[src/rtl/data_memory_sync.sv]
// ---------------------------------------------------------------------------
// data_memory_sync
//   Clocked data memory for the CPU MEM stage. Synchronous writes, 1-cycle
//   registered reads with a valid strobe, an address-bypass read path
//   (Memtoreg=0), and an out-of-range error pulse. After reset an init
//   sequencer walks every word, loading the preset table
//   (20,5,15,7,18,3,19,8) into words 0..7 when PRELOAD=1 and zero elsewhere.
//
//   Optional build macro: DMEM_WR_FWD_EN
//     defined     : read+write to the same in-range word in one cycle returns
//                   Datawrite (write-first forwarding)
//     not defined : the same case returns the pre-write word
//
// Ports
//   Clk        in   clock, rising edge
//   Rst        in   synchronous active-high reset
//   Memread    in   read request (honoured only while Ready=1)
//   Memwrite   in   write request (honoured only while Ready=1)
//   Memtoreg   in   0: read returns addr, 1: read returns memory word
//   addr       in   word address [ADDR_W]
//   Datawrite  in   write data [DATA_W]
//   Readdata   out  registered read data, holds until the next read
//   Rvalid     out  1-cycle pulse, Readdata updated
//   Ready      out  init complete, requests accepted
//   Err        out  1-cycle pulse, accepted request had addr >= DEPTH
// ---------------------------------------------------------------------------
module data_memory_sync #(
    parameter int unsigned DATA_W  = 16,
    parameter int unsigned ADDR_W  = 16,
    parameter int unsigned DEPTH   = 16,
    parameter int unsigned PRELOAD = 1
) (
    input  logic              Clk,
    input  logic              Rst,
    input  logic              Memread,
    input  logic              Memwrite,
    input  logic              Memtoreg,
    input  logic [ADDR_W-1:0] addr,
    input  logic [DATA_W-1:0] Datawrite,
    output logic [DATA_W-1:0] Readdata,
    output logic              Rvalid,
    output logic              Ready,
    output logic              Err
);

    localparam int unsigned IDX_W    = (DEPTH > 1) ? $clog2(DEPTH) : 1;
    localparam int unsigned CNT_LAST = DEPTH - 1;

    typedef enum logic [0:0] {
        S_INIT = 1'b0,
        S_RUN  = 1'b1
    } state_t;

    state_t             state_q, state_d;
    logic [IDX_W-1:0]   cnt_q, cnt_d;
    logic [DATA_W-1:0]  rdata_d;
    logic               rvalid_d;
    logic               err_d;
    logic               ready_d;

    logic [DATA_W-1:0]  mem [DEPTH];
    logic               mem_we;
    logic [IDX_W-1:0]   mem_waddr;
    logic [DATA_W-1:0]  mem_wdata;

    logic [IDX_W-1:0]   idx;
    logic               in_range;
    logic               fwd_hit;

    assign idx      = addr[IDX_W-1:0];
    // In range only when every address bit above the index is zero.
    assign in_range = ((addr >> IDX_W) == '0);

    // Same-cycle read+write always targets the same word (single address port).
`ifdef DMEM_WR_FWD_EN
    assign fwd_hit  = Memwrite && in_range;
`else
    assign fwd_hit  = 1'b0;
`endif

    // Init value for word i: preset table entry or zero.
    function automatic logic [DATA_W-1:0] init_word(input logic [IDX_W-1:0] i);
        logic [DATA_W-1:0] w;
        w = '0;
        if (PRELOAD != 0 && 32'(i) < 32'd8) begin
            case (3'(i))
                3'd0:    w = DATA_W'(20);
                3'd1:    w = DATA_W'(5);
                3'd2:    w = DATA_W'(15);
                3'd3:    w = DATA_W'(7);
                3'd4:    w = DATA_W'(18);
                3'd5:    w = DATA_W'(3);
                3'd6:    w = DATA_W'(19);
                default: w = DATA_W'(8);
            endcase
        end
        return w;
    endfunction

    // State and output registers.
    always_ff @(posedge Clk) begin
        if (Rst) begin
            state_q  <= S_INIT;
            cnt_q    <= '0;
            Readdata <= '0;
            Rvalid   <= 1'b0;
            Ready    <= 1'b0;
            Err      <= 1'b0;
        end else begin
            state_q  <= state_d;
            cnt_q    <= cnt_d;
            Readdata <= rdata_d;
            Rvalid   <= rvalid_d;
            Ready    <= ready_d;
            Err      <= err_d;
        end
    end

    // Next-state, memory write port and next-output logic.
    always_comb begin
        state_d   = state_q;
        cnt_d     = cnt_q;
        rdata_d   = Readdata;
        rvalid_d  = 1'b0;
        err_d     = 1'b0;
        mem_we    = 1'b0;
        mem_waddr = cnt_q;
        mem_wdata = '0;

        case (state_q)
            S_INIT: begin
                mem_we    = 1'b1;
                mem_waddr = cnt_q;
                mem_wdata = init_word(cnt_q);
                cnt_d     = cnt_q + IDX_W'(1);
                if (cnt_q == IDX_W'(CNT_LAST)) begin
                    state_d = S_RUN;
                end
            end
            S_RUN: begin
                if (Memwrite && in_range) begin
                    mem_we    = 1'b1;
                    mem_waddr = idx;
                    mem_wdata = Datawrite;
                end
                if (Memread) begin
                    rvalid_d = 1'b1;
                    if (!Memtoreg) begin
                        rdata_d = DATA_W'(addr);
                    end else if (!in_range) begin
                        rdata_d = '0;
                    end else if (fwd_hit) begin
                        rdata_d = Datawrite;
                    end else begin
                        rdata_d = mem[idx];
                    end
                end
                // Bypass reads never flag; a read+write miss still gives one pulse.
                err_d = !in_range && (Memwrite || (Memread && Memtoreg));
            end
            default: begin
                state_d = S_INIT;
            end
        endcase

        ready_d = (state_d == S_RUN);
    end

    // Storage array; reset does not clear it, the init sequencer does.
    always_ff @(posedge Clk) begin
        if (!Rst && mem_we) begin
            mem[mem_waddr] <= mem_wdata;
        end
    end

endmodule

[config.mk]
export PLATFORM = sky130hd
export DESIGN_NAME = data_memory_sync
export DESIGN_NICKNAME = d
export VERILOG_FILES = /design/src/rtl/data_memory_sync.sv
export SDC_FILE = /design/constraint.sdc
export NUM_CORES = 1
export LEC_CHECK = 0
export ABC_AREA = 1
export BUFFER_PORTS_ARGS = -buffer_cell sky130_fd_sc_hd__buf_2
export CORE_ASPECT_RATIO = 0.9
export CORE_MARGIN = 4
export CORE_UTILIZATION = 50
export DETAILED_ROUTE_END_ITERATION = 7
export GPL_TIMING_DRIVEN = 0
export PLACE_DENSITY = 0.76
export REMOVE_ABC_BUFFERS = 1
export SYNTH_ARGS = -nofsm -noshare
export SYNTH_HDL_FRONTEND = slang
export SYNTH_SLANG_ARGS = --single-unit
[constraint.sdc]
create_clock -name Clk -period 5.08 [get_ports Clk]
set_input_delay 1.016 -clock Clk [delete_from_list [all_inputs] [get_ports Clk]]
set_output_delay 1.016 -clock Clk [all_outputs]
set_load 0.03 [all_outputs]
==> impl_results.md <==
* Fraction of registers with async set/reset at 0%
* Clock buffer depth at 3
* Hold path cells at 2
* Rel. slew slack at 20.3%
* Drt pass-1 iters at 7
* Crit path buf inv count at 4
* Run status: completed
* Setup Skew at 0.0109 ns
* First-pass GRT wire length at 43400 µm
* Hold Slack at 0.537 ns
* Total power after layout at 4.87 mW
* Tcrit/Tclk final at 73.9%
* Multi-input gate area at 0.00308 mm²
* Syn Std Cell Area at 0.0117 mm²
* DRT Wirelength at 28800 µm
* Cell Pwr Density at 363 mW/mm²
* Final GP Congestion at 0.792
* I/O pins at 56
* Worst path top cell family by delay: buffers and inverters
* Std-Cell Core Area at 0.0228 mm²
* CTS tree: yes
* Max FO, Critical Path at 18
* Setup CP Type: in -> reg
* Hold-fix buffers, CTS at 0
* DIE AREA at 0.0260 mm²
* Crit path launch type: input port
* Layout fillers at 1777
* Final hold violations at 0
* Overflow after GRT at 0
* Via-to-Cell Ratio at 5.68
* Initial antenna violation count at 0
* FP Rows at 52
* Clock transition at path regs at 0.06 ns
* Measured slew at the worst slew-check pin at 1.20 ns
* Top-count cell post-synth: edfxtp_1
* RSZ-0062 raised after global routing: false
* CP Depth at 8
* Routed len/inst at 20.2 µm
* Final cell count without fillers at 1425
* Post-DP HPWL at 16700 µm
* Cells on worst reg2reg path at 5
* Clk sink count at 279
* Final layout net count at 1148
* Synthesis warning total at 0
* Slowest-stage cell, CP: clkinv_1
* Port Buffers at 55
* # H-tree levels at 1
* DR vias at 8088
* Leakage power at 5.28 nW
* Critical path's largest stage delay at 0.85 ns
* Postcts setup bufs at 0
* Avg Inst Size Synth at 11.0 µm²
* Maximum VDD drop at 319 µV
* Antenna Cells at 0
* Flop-to-flop setup slack at 2.06 ns
* Die Wd at 169 µm
* Root Driver: clkbuf_16
* Chip height at 153 µm
* Max Fclk at 266 MHz
* Vias in the first global route at 7651
* Post-synth EDFFs at 256
* Sequential area share after synthesis at 69.5%
* Crit path DAT at 3.99 ns
* Synthesis-to-layout area growth at 14.7%
* Ys flop type: edfxtp_1
* Commonest cells post-synth: 256 x edfxtp_1, 222 x nand2_1, 155 x nor2_1
* Distinct cells, synth at 29
* Routed Antenna Nets at 0
* Final Max Slew Viols at 0
* Placed cells at 1372
* DRC violations left at 0
* Clock latency on the worst-skew pair at 0.54 ns
* GR Util All Layers at 21.8%
* Minimum clock period at 3.75 ns
* Initial DRC count at 831
* Final setup fails at 0
* TritonCTS buffer count at 28
* Setup tns final at 0 ns
* Post_cts resized at 0
* Largest net degree at the start of global routing at 99
* Synth area leaders: edfxtp_1 66%, nand2_1 7.1%, nor2_1 5.0%
* Largest area contributor in the netlist: edfxtp_1
* Max-cap violations at 0
* Share of layout cells above drive strength 1 at 13.1%
* Post-Syn Instances at 1062
* Cells along the critical path: buf_2 -> clkinv_1 -> nand4_1 -> nand2_1 -> inv_1 -> nand3_2 -> nor2_2 -> buf_8
* Register Area at 0.00815 mm²
* Crit. End Element: flip-flop
* Initial Util at 51.5%
* Area share of the leading cell type in the synthesized netlist at 65.6%
* Hold Crit Class: reg -> reg
* Fin util at 59.0%
* Yosys reg bits at 279
* Req. time, crit path at 5.32 ns
[layout by cell type (no fill, tap or decap), drive strengths merged]
cell	Yosys	routed
edfxtp	256	256
nand2	222	222
nor2	158	158
nand3	112	112
o21ai	85	85
buf	38	75
inv	60	63
clkbuf	23	40
a21oi	35	35
o211ai	31	31
dfxtp	23	23
nor3	7	7
clkinv	2	7
ha	5	5
o22ai	3	3
clkinvlp	0	2
bufinv	0	2
nand4	1	1
o41ai	1	1
[flip-flops by register name (all words and copies together) (netlist names)]
name / count
Rvalid: 1
cnt_q: 4
Err: 1
mem: 256
Readdata: 16
state_q: 1
[worst reg2reg max path: stages, from the launching register on]
cell,delay (ns)
dfxtp_1,0.70
nand3_4,0.51
o21ai_1,0.42
nand2_1,0.23
nor2_2,0.58
buf_8,0.26
[where the power goes]
part,switching [mW],leakage [nW],internal [mW]
clock network,0.832,0.434,1.18
registers,0.00890,2.86,2.54
logic,0.222,1.99,0.0910
total,1.06,5.28,3.81
[final timing paths]
path / end / startpoint
setup reg to reg: mem[10][10] / state_q
hold reg to reg: cnt_q[3] / cnt_q[3]
setup / recovery: mem[10][10] / addr[3]
hold / removal: cnt_q[3] / cnt_q[3]
[per-layer routing]
layer,up-vias,share of wire (%),GRT usage (%)
met1,3853,38,27.9
met3,94,7.8,4.00
met5,-,0,0
li1,3773,-,-
met2,368,50,36.5
met4,0,4.4,9.05
[final cells by class]
type / count / share of cell area [%]
timing repair buffer: 75 / 5.18
clock buffer: 40 / 5.86
inverter: 62 / 1.77
clock inverter: 12 / 0.875
sequential: 279 / 60.6
multi-input combinational: 660 / 22.9
tap: 297 / 2.77
[cell families (layout without fill, tap and decap cells)]
group                    after synthesis  in the layout  synth area share (%)
adder cells (fa/ha/maj)                5              5                 0.534
AO/OA/AOI/OAI                        155            155                  7.63
flip-flops                           279            279                  69.5
AND/OR/NAND/NOR                      500            500                  17.7
buffers and inverters                123            189                  4.58
[through the flow]
stage / area (µm²) / setup slack (ns)
2_1_floorplan: 11400 / 1.69
3_3_place_gp: 12100 / -2.99
3_5_place_dp: 12500 / -0.0365
4_1_cts: 13400 / 0.540
5_1_grt: 13400 / 1.24
6_report: 13400 / 1.33
No activity file was read; power rests on OpenSTA's default activity.
